===== config.mk =====
export PLATFORM = sky130hd
export DESIGN_NAME = fdw_pipe_regs
export DESIGN_NICKNAME = d
export VERILOG_FILES = /design/src/rtl/fdw_pipe_regs.sv
export SDC_FILE = /design/constraint.sdc
export NUM_CORES = 1
export LEC_CHECK = 0
export BUFFER_PORTS_ARGS = -buffer_cell sky130_fd_sc_hd__buf_2
export CORE_AREA = 2 2 474 476
export DETAILED_ROUTE_END_ITERATION = 6
export DIE_AREA = 0 0 476 478
export PLACE_DENSITY = 0.3
export SLEW_MARGIN = 20
export SYNTH_ARGS = -nofsm -noshare
export SYNTH_HDL_FRONTEND = slang
export SYNTH_SLANG_ARGS = --single-unit
export TNS_END_PERCENT = 5

===== constraint.sdc =====
create_clock -name clk -period 1.59 [get_ports clk]
set_input_delay 0.159 -clock clk [delete_from_list [all_inputs] [get_ports clk]]
set_output_delay 0.159 -clock clk [all_outputs]
set_load 0.02 [all_outputs]

===== src/rtl/fdw_pipe_regs.sv =====
// F (predicted PC), D (fetch->decode) and W (memory->writeback) pipeline registers of the Y86-64 core.
// Optional FDW_HALT_FREEZE_EN: a HLT/INS status captured in W freezes F, D and W until reset.
module fdw_pipe_regs #(
   parameter int                W_DATA   = 64,
   parameter logic [W_DATA-1:0] RESET_PC = '0
)(
   input  logic              clk,
   input  logic              rst_n,
   input  logic              F_stall,
   input  logic              D_stall,
   input  logic              D_bubble,
   input  logic              W_stall,
   input  logic [W_DATA-1:0] pred_PC,
   output logic [W_DATA-1:0] F_predPC,
   input  logic [2:0]        f_stat,
   input  logic [3:0]        f_iCode,
   input  logic [3:0]        f_iFun,
   input  logic [3:0]        f_rA,
   input  logic [3:0]        f_rB,
   input  logic [W_DATA-1:0] f_valC,
   input  logic [W_DATA-1:0] f_valP,
   output logic [2:0]        D_stat,
   output logic [3:0]        D_iCode,
   output logic [3:0]        D_iFun,
   output logic [3:0]        D_rA,
   output logic [3:0]        D_rB,
   output logic [W_DATA-1:0] D_valC,
   output logic [W_DATA-1:0] D_valP,
   input  logic [2:0]        m_stat,
   input  logic [3:0]        M_iCode,
   input  logic [3:0]        M_rA,
   input  logic [3:0]        M_rB,
   input  logic [W_DATA-1:0] M_valC,
   input  logic [W_DATA-1:0] M_valP,
   input  logic [W_DATA-1:0] M_valA,
   input  logic [W_DATA-1:0] M_valB,
   input  logic [W_DATA-1:0] M_valE,
   input  logic [W_DATA-1:0] m_valM,
   input  logic              M_Cnd,
   output logic [2:0]        W_stat,
   output logic [3:0]        W_iCode,
   output logic [3:0]        W_rA,
   output logic [3:0]        W_rB,
   output logic [W_DATA-1:0] W_valC,
   output logic [W_DATA-1:0] W_valP,
   output logic [W_DATA-1:0] W_valA,
   output logic [W_DATA-1:0] W_valB,
   output logic [W_DATA-1:0] W_valE,
   output logic [W_DATA-1:0] W_valM,
   output logic              W_Cnd
);

   localparam logic [2:0] STAT_AOK = 3'b001;
   localparam logic [2:0] STAT_INS = 3'b010;
   localparam logic [2:0] STAT_HLT = 3'b100;
   localparam logic [3:0] I_NOP    = 4'h1;
   localparam logic [3:0] R_NONE   = 4'hF;

   logic [W_DATA-1:0] r_F_predPC;

   logic [2:0]        r_D_stat;
   logic [3:0]        r_D_iCode;
   logic [3:0]        r_D_iFun;
   logic [3:0]        r_D_rA;
   logic [3:0]        r_D_rB;
   logic [W_DATA-1:0] r_D_valC;
   logic [W_DATA-1:0] r_D_valP;

   logic [2:0]        r_W_stat;
   logic [3:0]        r_W_iCode;
   logic [3:0]        r_W_rA;
   logic [3:0]        r_W_rB;
   logic [W_DATA-1:0] r_W_valC;
   logic [W_DATA-1:0] r_W_valP;
   logic [W_DATA-1:0] r_W_valA;
   logic [W_DATA-1:0] r_W_valB;
   logic [W_DATA-1:0] r_W_valE;
   logic [W_DATA-1:0] r_W_valM;
   logic              r_W_Cnd;

   logic w_freeze;
   logic w_F_hold;
   logic w_D_hold;
   logic w_W_hold;

`ifdef FDW_HALT_FREEZE_EN
   // Freeze is driven from the registered W status, so it takes effect the edge after capture.
   assign w_freeze = ((r_W_stat & (STAT_HLT | STAT_INS)) != 3'b000);
`else
   assign w_freeze = 1'b0;
`endif

   assign w_F_hold = F_stall | w_freeze;
   assign w_D_hold = D_stall | w_freeze;
   assign w_W_hold = W_stall | w_freeze;

   always_ff @(posedge clk or negedge rst_n) begin
      if (!rst_n) begin
         r_F_predPC <= RESET_PC;
      end else if (!w_F_hold) begin
         r_F_predPC <= pred_PC;
      end
   end

   // Stall outranks bubble: a stalled D keeps its instruction even if a bubble is also requested.
   always_ff @(posedge clk or negedge rst_n) begin
      if (!rst_n) begin
         r_D_stat  <= STAT_AOK;
         r_D_iCode <= I_NOP;
         r_D_iFun  <= 4'h0;
         r_D_rA    <= R_NONE;
         r_D_rB    <= R_NONE;
         r_D_valC  <= '0;
         r_D_valP  <= '0;
      end else if (!w_D_hold) begin
         if (D_bubble) begin
            r_D_stat  <= STAT_AOK;
            r_D_iCode <= I_NOP;
            r_D_iFun  <= 4'h0;
            r_D_rA    <= R_NONE;
            r_D_rB    <= R_NONE;
            r_D_valC  <= '0;
            r_D_valP  <= '0;
         end else begin
            r_D_stat  <= f_stat;
            r_D_iCode <= f_iCode;
            r_D_iFun  <= f_iFun;
            r_D_rA    <= f_rA;
            r_D_rB    <= f_rB;
            r_D_valC  <= f_valC;
            r_D_valP  <= f_valP;
         end
      end
   end

   always_ff @(posedge clk or negedge rst_n) begin
      if (!rst_n) begin
         r_W_stat  <= STAT_AOK;
         r_W_iCode <= I_NOP;
         r_W_rA    <= R_NONE;
         r_W_rB    <= R_NONE;
         r_W_valC  <= '0;
         r_W_valP  <= '0;
         r_W_valA  <= '0;
         r_W_valB  <= '0;
         r_W_valE  <= '0;
         r_W_valM  <= '0;
         r_W_Cnd   <= 1'b0;
      end else if (!w_W_hold) begin
         r_W_stat  <= m_stat;
         r_W_iCode <= M_iCode;
         r_W_rA    <= M_rA;
         r_W_rB    <= M_rB;
         r_W_valC  <= M_valC;
         r_W_valP  <= M_valP;
         r_W_valA  <= M_valA;
         r_W_valB  <= M_valB;
         r_W_valE  <= M_valE;
         r_W_valM  <= m_valM;
         r_W_Cnd   <= M_Cnd;
      end
   end

   assign F_predPC = r_F_predPC;

   assign D_stat   = r_D_stat;
   assign D_iCode  = r_D_iCode;
   assign D_iFun   = r_D_iFun;
   assign D_rA     = r_D_rA;
   assign D_rB     = r_D_rB;
   assign D_valC   = r_D_valC;
   assign D_valP   = r_D_valP;

   assign W_stat   = r_W_stat;
   assign W_iCode  = r_W_iCode;
   assign W_rA     = r_W_rA;
   assign W_rB     = r_W_rB;
   assign W_valC   = r_W_valC;
   assign W_valP   = r_W_valP;
   assign W_valA   = r_W_valA;
   assign W_valB   = r_W_valB;
   assign W_valE   = r_W_valE;
   assign W_valM   = r_W_valM;
   assign W_Cnd    = r_W_Cnd;

endmodule


==> results of run 1 <==
cell usage after synthesis, drive strengths merged:
| cell | instances |
|---|---|
| nand2 | 146 |
| nand2b | 136 |
| o21ai | 146 |
| mux2 | 464 |
| dfstp | 20 |
| buf | 74 |
| nor2 | 11 |
| a22o | 1 |
| clkbuf | 27 |
| dfrtp | 591 |
final cells by class:
type / count / area, um^2
fill: 24560 / 178000
timing repair buffer: 2115 / 15900
sequential: 611 / 15300
multi-input combinational: 904 / 7590
tap: 2992 / 3740
clock buffer: 130 / 2600
clock inverter: 34 / 430
antenna: 19 / 47.5
layout by cell type, fill, tap and decap left out:
cell           Yosys  routed
dfrtp_1          591     579
clkinv_4           0       4
a22o_1             1       1
o21ai_1            9       9
clkbuf_1          27      18
o21ai_0          137     137
dlygate4sd3_1      0     810
clkbuf_16          0      88
nand2_1          146     146
buf_12             0      36
buf_2             27    1091
clkbuf_8           0      25
bufinv_16          0       5
nor2_1            11      11
clkinv_8           0       1
buf_4              2     108
mux2_1             9       9
nand2b_1         136     136
buf_8              0       3
mux2_2           405     405
clkinv_2           0      11
inv_16             0       2
dfrtp_2            0      12
dfstp_2           20      20
clkinvlp_4         0       4
diode_2            0      19
clkinv_16          0       2
mux2_4            50      50
inv_6              0       5
buf_6             44      66
timing repair:
| action | CTS | global route |
|---|---|---|
| setup endpoints to repair | 133 | 21 |
| endpoints found under the hold margin | 1211 | 0 |
| hold buffers | 810 | 0 |
| resized for setup | 211 | 0 |
per-layer routing:
layer,wire [um],vias up,global-route usage [%]
met2,74600,923,22.8
met4,3770,24,3.31
met3,18900,206,6.81
li1,-,9763,-
met1,55600,10384,13.6
met5,146,-,0
through the flow:
stage | area [um^2] | total power (W) | setup TNS [ns] | instances
after CTS | 45600 | 0.0510 | -1.43 | 6786
final | 45600 | 0.0494 | 0 | 6805
after floorplan | 23700 | 0.0219 | 0 | 1616
after global routing | 45600 | 0.0522 | -0.503 | 6796
after global placement | 33900 | 0.0268 | 0 | 5812
after detailed placement | 33900 | 0.0268 | 0 | 5812
power by group through the flow:
stage | clock, W | combinational (W) | sequential, W
final | 0.0209 | 0.0106 | 0.0180
after global routing | 0.0225 | 0.0115 | 0.0182
after CTS | 0.0220 | 0.0110 | 0.0180
after detailed placement | 0 | 0.00859 | 0.0182
after global placement | 0 | 0.00860 | 0.0182
after floorplan | 0 | 0.00201 | 0.0199
flip-flops by register name (all words and copies together), names as in the netlist:
signal and count:
D_iCode 4, D_iFun 4, D_rA 4, D_rB 4, D_stat 3, D_valC 64, D_valP 64, F_predPC 64
W_Cnd 1, W_iCode 4, W_rA 4, W_rB 4, W_stat 3, W_valA 64, W_valB 64, W_valC 64
W_valE 64, W_valM 64, W_valP 64
kinds of logic (layout without fill, tap and decap cells):
family | Yosys count | after routing | synth area share [%]
compound gates | 147 | 147 | 3.13
buf+inv | 101 | 2279 | 3.17
flops | 611 | 611 | 64.7
mux | 464 | 464 | 22.9
other cells | 0 | 19 | 0
simple gates | 293 | 293 | 6.09
worst paths after layout:
path	from	to	slack [ns]	cells past startpoint
max reg2reg	F_predPC[45]	F_predPC[45]	0.21	2
max in group asynchronous	rst_n	W_valE[18]	0.65	3
min in group asynchronous	rst_n	F_predPC[13]	0.17	3
min reg2reg	D_valP[61]	D_valP[61]	0.48	2
max	W_rA[3]	W_rA[3]	0.005	1
min	D_bubble	D_valP[42]	0.07	3
==> results_dict.tcl, run 1 <==
set metrics [dict create \
    status "complete, no violations" \
    slew_violations 0 \
    drt_iter0_drc 583 \
    setup_ws_ns 0.00507 \
    antenna_found_initial 66 \
    ys_seq_area_share_pct 64.7 \
    firstDrtPassIters 4 \
    end_kind "output pin" \
    synth.distinct_cells 16 \
    dieArea_um2 228000 \
    path_class "reg2out" \
    cp_slowest_cell "dfstp_2" \
    clock-sinks 611 \
    place_congestion 0.787 \
    ys_seq_elements 611 \
    io_buffers 1227 \
    layout.nets 4337 \
    grt-ovfl-total 0 \
    hold_viol_final 0 \
    ios 1228 \
    wl_mm 153 \
    core_um2 223000 \
    clkLatencyLatePin_ns 0.72 \
    fmax_mhz 631 \
    dp_slack_ns 0.223 \
    pwr-share-comb_pct 21.5 \
    track_usage_pct 13.1 \
    min_path_type "in2reg" \
    p_int_w 0.0343 \
    slew_headroom_pct 70.4 \
    swShare_pct 30.7 \
    p_per_area_nw_per_um2 1080 \
    sequentialPowerShare_pct 36.3 \
    die_h_um 478 \
    start_kind "flop" \
    path_buf_inv 1 \
    synthesis.area_um2 23700 \
    netlist_top_cells_area "dfrtp_1 (63%), mux2_2 (19%), nand2b_1 (3.6%)" \
    setup_viol 0 \
    ant_nets 0 \
    worst_pin_slew_ns 0.444 \
    slowest_delay_ns 0.57 \
    synth_top_area_share_pct 62.5 \
    path_clk_slew_ns 0.06 \
    power.share.clock_pct 42.2 \
    grt_pass1_vias 23457 \
    area_growth_pct 92.9 \
    ir_drop_v 0.000794 \
    wire_per_inst_um 22.5 \
    avgSynthCellArea_um2 14.6 \
    period_share_pct 99.7 \
    ys_warn_count 0 \
    row_count 174 \
    num_vias 21300 \
    die_w_um 476 \
    worstPathMaxFanout 2 \
    clock_path_buffers 3 \
    root_buffer "clkbuf_16" \
    skew_ns 0 \
    drcViolationCount 0 \
    floorplan.initialDensity_pct 10.6 \
    synth_nets 2233 \
    postCtsSetupRepairBufs 0 \
    path_cells "buf_6" \
    cts_tree "done" \
    required_ns 1.43 \
    htree_levels 3 \
    net-switching-power_w 0.0152 \
    grt_max_degree 66 \
    arrival_ns 1.43 \
    rsz0062_at_grt "yes" \
    drive_above_1_share_pct 51.1 \
    critPathTopFamily "flip-flops" \
    yosysTopAreaCell "dfrtp_1" \
    p_leak_nw 20.7 \
    viasPerCell 3.13 \
    cts_buffers 88 \
    whs_ns 0.0719 \
    dpl.hpwl_mm 125 \
    netlist_instances 1616 \
    final_util_pct 20.5 \
    grt_pass1_wl_mm 203 \
    drv_cap 0 \
    period_needed_ns 1.58 \
]
Note: power is estimated with default switching activity, not from simulation.
==> run 2: changes to the inputs <==
--- a/config.mk
+++ b/config.mk
@@ -6,10 +6,12 @@
 export NUM_CORES = 1
 export LEC_CHECK = 0
 export BUFFER_PORTS_ARGS = -buffer_cell sky130_fd_sc_hd__buf_2
-export CORE_AREA = 2 2 474 476
+export CORE_AREA = 2 2 477 479
+export CTS_CLUSTER_DIAMETER = 50
 export DETAILED_ROUTE_END_ITERATION = 6
-export DIE_AREA = 0 0 476 478
+export DIE_AREA = 0 0 479 481
 export PLACE_DENSITY = 0.3
+export SETUP_SLACK_MARGIN = 0.3
 export SLEW_MARGIN = 20
 export SYNTH_ARGS = -nofsm -noshare
 export SYNTH_HDL_FRONTEND = slang
==> results_dict.tcl, run 2 (same netlist as run 1, synthesis figures left out) <==
set metrics [dict create \
    period_needed_ns 1.59 \
    row_count 175 \
    drive_above_1_share_pct 52.4 \
    wire_per_inst_um 21.8 \
    hold_viol_final 0 \
    firstDrtPassIters 5 \
    grt-ovfl-total 0 \
    required_ns 1.43 \
    layout_common_cells "dlygate4sd3_1 (779), buf_2 (612), buf_6 (601)" \
    wl_mm 150 \
    grt_max_degree 85 \
    end_kind "output pin" \
    slowest_delay_ns 0.57 \
    io_buffers 1227 \
    nFillCells 24436 \
    fin_cells 6883 \
    skew_ns 0 \
    dpl.hpwl_mm 122 \
    core_um2 226000 \
    grt_pass1_vias 23633 \
    slew_headroom_pct 31.8 \
    drcViolationCount 0 \
    dieArea_um2 230000 \
    clock_path_buffers 3 \
    arrival_ns 1.43 \
    grt_pass1_wl_mm 201 \
    setup_ws_ns -0.000847 \
    num_vias 21753 \
    track_usage_pct 12.6 \
    p_leak_nw 22.5 \
    start_kind "flop" \
    die_h_um 481 \
    ant_nets 0 \
    path_clk_slew_ns 0.05 \
    cts_buffers 118 \
    drt_iter0_drc 615 \
    worst_pin_slew_ns 1.02 \
    path_cells "buf_6" \
    rsz0062_at_grt "yes" \
    status "complete, but fails checks" \
    path_buf_inv 1 \
    area_growth_pct 112 \
    root_buffer "clkbuf_16" \
    cp_slowest_cell "dfstp_2" \
    min_path_type "in2reg" \
    cts_tree "done" \
    fmax_mhz 629 \
    drv_cap 0 \
    critPathTopFamily "flip-flops" \
    htree_levels 3 \
    floorplan.initialDensity_pct 10.5 \
    layout.nets 4370 \
    clkLatencyLatePin_ns 0.74 \
    ios 1228 \
    clock-sinks 611 \
    path_class "reg2out" \
    die_w_um 479 \
    worstPathMaxFanout 2 \
    antenna_found_initial 89 \
    place_congestion 0.807 \
    setup_viol 1 \
    period_share_pct 100 \
    viasPerCell 3.16 \
    ir_drop_v 0.000868 \
    slew_violations 0 \
    violations "setup timing" \
    mostFrequentLayoutCell "dlygate4sd3_1" \
    p_per_area_nw_per_um2 1140 \
    power_w 0.0570 \
    dp_cells 5836 \
]
==> run 2: stage by stage <==
step	area (um^2)	setup slack, ns	utilization (%)	TNS, ns	hold slack, ns
floorplan	23700	0.535	-	0	-0.137
global placement	33800	0.248	15.0	0	0.0735
detailed placement	33800	0.245	15.0	0	0.0748
CTS	48500	-0.130	21.5	-3.07	0.0451
global route	50100	-0.0943	22.2	-1.35	0.0930
finish	50100	-0.000847	22.2	-0.000847	0.145
==> run 2: per-layer routing <==
| metal | track usage (%) | part of all wire, % |
|---|---|---|
| met2 | 21.5 | 49 |
| met3 | 5.68 | 10 |
| met1 | 14.1 | 38 |
| met4 | 3.18 | 2.4 |
| met5 | 0 | 0.22 |
==> run 2: path summary, 6_finish.rpt <==
path                            startpoint            to  slack, ns  cells after the start
worst max-delay path               W_rB[2]       W_rB[2]    -0.0008                      1
worst min-delay path              D_bubble    D_valC[21]       0.15                      4
worst max register to register     D_rB[3]       D_rB[3]       0.32                      3
worst min register to register     D_rA[3]       D_rA[3]       0.49                      2
max in group asynchronous            rst_n  F_predPC[53]       0.80                      3
min in group asynchronous            rst_n    W_valA[61]       0.19                      3
==> run 2: what timing repair did <==
action	in CTS	in global routing
hold buffers	799	0
gates resized for setup	773	545
setup endpoints to repair	611	668
setup buffers	6	1
endpoints found under the hold margin	1217	0
==> run 2: layout make-up <==
class | instances | area (um^2) | share of cell area [%]
timing repair buffer | 2118 | 19100 | 38.1
tap | 3009 | 3760 | 7.51
multi-input combinational | 904 | 7590 | 15.2
sequential | 611 | 15300 | 30.6
clock inverter | 82 | 1050 | 2.09
antenna | 16 | 40.0 | 0.0799
clock buffer | 143 | 3210 | 6.41
==> run 2: power breakdown <==
part           leakage (nW)  total (W)  switching (W)  internal (W)
logic                  13.2     0.0117        0.00553       0.00621
registers              7.29     0.0183        0.00118        0.0171
clock network          2.03     0.0270        0.00996        0.0170
==> run 3: changes to the inputs <==
--- a/config.mk
+++ b/config.mk
@@ -6,10 +6,11 @@
 export NUM_CORES = 1
 export LEC_CHECK = 0
 export BUFFER_PORTS_ARGS = -buffer_cell sky130_fd_sc_hd__buf_2
-export CORE_AREA = 2 2 477 479
+export CORE_AREA = 4 4 479 481
 export CTS_CLUSTER_DIAMETER = 50
+export CTS_CLUSTER_SIZE = 16
 export DETAILED_ROUTE_END_ITERATION = 6
-export DIE_AREA = 0 0 479 481
+export DIE_AREA = 0 0 483 485
 export PLACE_DENSITY = 0.3
 export SETUP_SLACK_MARGIN = 0.3
 export SLEW_MARGIN = 20
==> results_dict.tcl, run 3 (same netlist as run 1, synthesis figures left out) <==
set metrics [dict create \
    status "complete, no violations" \
    clock-sinks 611 \
    htree_levels 3 \
    power.share.clock_pct 47.2 \
    clkLatencyLatePin_ns 0.75 \
    multi_input_area_um2 7590 \
    grt_pass1_wl_mm 200 \
    grt_max_degree 74 \
    die_h_um 485 \
    critPathTopFamily "flip-flops" \
    ff_latch_area_um2 15300 \
    fmax_mhz 632 \
    clock_path_buffers 3 \
    setup_ws_ns 0.00716 \
    drive_above_1_share_pct 53.2 \
    dpl.hpwl_mm 119 \
    drcViolationCount 0 \
    core_um2 225000 \
    period_needed_ns 1.58 \
    arrival_ns 1.42 \
    worstPathMaxFanout 2 \
    skew_ns 0 \
    period_share_pct 99.5 \
    track_usage_pct 12.1 \
    root_buffer "clkbuf_16" \
    min_path_type "in2reg" \
    dp_slack_ns 0.217 \
    path_class "reg2out" \
    slew_violations 0 \
    sequentialPowerShare_pct 32.3 \
    drt_iter0_drc 556 \
    grt_pass1_vias 23822 \
    path_clk_slew_ns 0.05 \
    finalInstanceArea_um2 49700 \
    p_per_area_nw_per_um2 1140 \
    power_w 0.0566 \
    antenna_found_initial 90 \
    cts_tree "done" \
    required_ns 1.43 \
    swShare_pct 28.8 \
    row_count 174 \
    mostFrequentLayoutCell "dlygate4sd3_1" \
    hold_viol_final 0 \
    path_cells "buf_6" \
    num_vias 21364 \
    p_int_w 0.0403 \
    slew_headroom_pct 66.7 \
    viasPerCell 3.13 \
    nFillCells 24273 \
    start_kind "flop" \
    slowest_delay_ns 0.55 \
    area_growth_pct 110 \
    floorplan.initialDensity_pct 10.5 \
    grt-ovfl-total 0 \
    path_buf_inv 1 \
    ir_drop_v 0.000762 \
    net-switching-power_w 0.0163 \
    firstDrtPassIters 4 \
    pwr-share-comb_pct 20.5 \
    setup_viol 0 \
    dieArea_um2 234000 \
    drv_cap 0 \
    wire_per_inst_um 21.3 \
    layout.nets 4329 \
    cp_slowest_cell "dfstp_2" \
    place_congestion 0.810 \
    die_w_um 483 \
    io_buffers 1227 \
    layout_common_cells "dlygate4sd3_1 (737), buf_2 (612), buf_6 (607)" \
    ios 1228 \
    worst_pin_slew_ns 0.498 \
    cts_buffers 113 \
    p_leak_nw 22.3 \
    ant_nets 0 \
    end_kind "output pin" \
    wl_mm 146 \
    placed_area_um2 34100 \
    rsz0062_at_grt "yes" \
]
==> run 3: cell types whose count changed in the layout (fill, tap and decap cells not counted), sizes merged <==
cell	change
clkinv	-10
dlygate4sd3	-42
dlymetal6s4s	-7
buf	+13
clkbuf	-2
clkinvlp	-6
dlymetal6s2s	-1
bufinv	+4
diode	+10
inv	+6
==> run 3: worst paths after layout <==
kind                             from         end  slack [ns]  cells after the start
setup / recovery           D_iCode[0]  D_iCode[0]       0.007                      1
hold / removal               D_bubble     D_rA[2]       0.006                      4
setup reg to reg           D_valP[19]  D_valP[19]        0.35                      3
hold reg to reg               D_rB[0]     D_rB[0]        0.50                      2
max in group asynchronous       rst_n  W_valA[36]        0.59                      3
min in group asynchronous       rst_n  W_valM[61]        0.07                      3
==> run 3: what timing repair did <==
item,4_1_cts,5_1_grt
buffers inserted,0,1
gates resized for setup,775,530
endpoints found under the setup margin,611,641
hold buffers,753,0
pin swaps,0,1
hold endpoints to repair,1213,0
cloned,0,0
==> run 3: cell type report <==
type                            instances  share of cell area (%)
Antenna cell                           26                   0.131
Clock buffer                          140                    6.20
Clock inverter                         76                    2.21
Multi-Input combinational cell        904                    15.3
Sequential cell                       611                    30.9
Tap cell                             2992                    7.53
Timing Repair Buffer                 2082                    37.8
==> run 3: metrics by stage <==
stage          TNS (ns)  std cells  hold WS, ns  util [%]
2_1_floorplan         0       1616       -0.137         -
3_3_place_gp          0       5837       0.0379      15.2
3_5_place_dp          0       5837       0.0351      15.2
4_1_cts           -4.07       6806      0.00293      21.4
5_1_grt           -1.37       6814       0.0405      22.1
6_report              0       6831      0.00634      22.1
==> run 3: power by group through the flow <==
| stage | combinational [W] | sequential [W] | clock, W |
|---|---|---|---|
| finish | 0.0116 | 0.0183 | 0.0267 |
| global route | 0.0124 | 0.0185 | 0.0284 |
| CTS | 0.0113 | 0.0182 | 0.0278 |
| detailed placement | 0.00842 | 0.0182 | 0 |
| global placement | 0.00843 | 0.0182 | 0 |
| floorplan | 0.00201 | 0.0199 | 0 |
==> run 3: per-layer routing <==
metal / wire [um] / up-vias / GRT usage, % / part of all wire, %
met5: 283 / - / 0 / 0.19
met4: 5300 / 44 / 4.42 / 3.6
met3: 12500 / 264 / 4.49 / 8.6
met2: 69100 / 1020 / 20.2 / 47
met1: 58600 / 10223 / 14.2 / 40
li1: - / 9813 / - / -
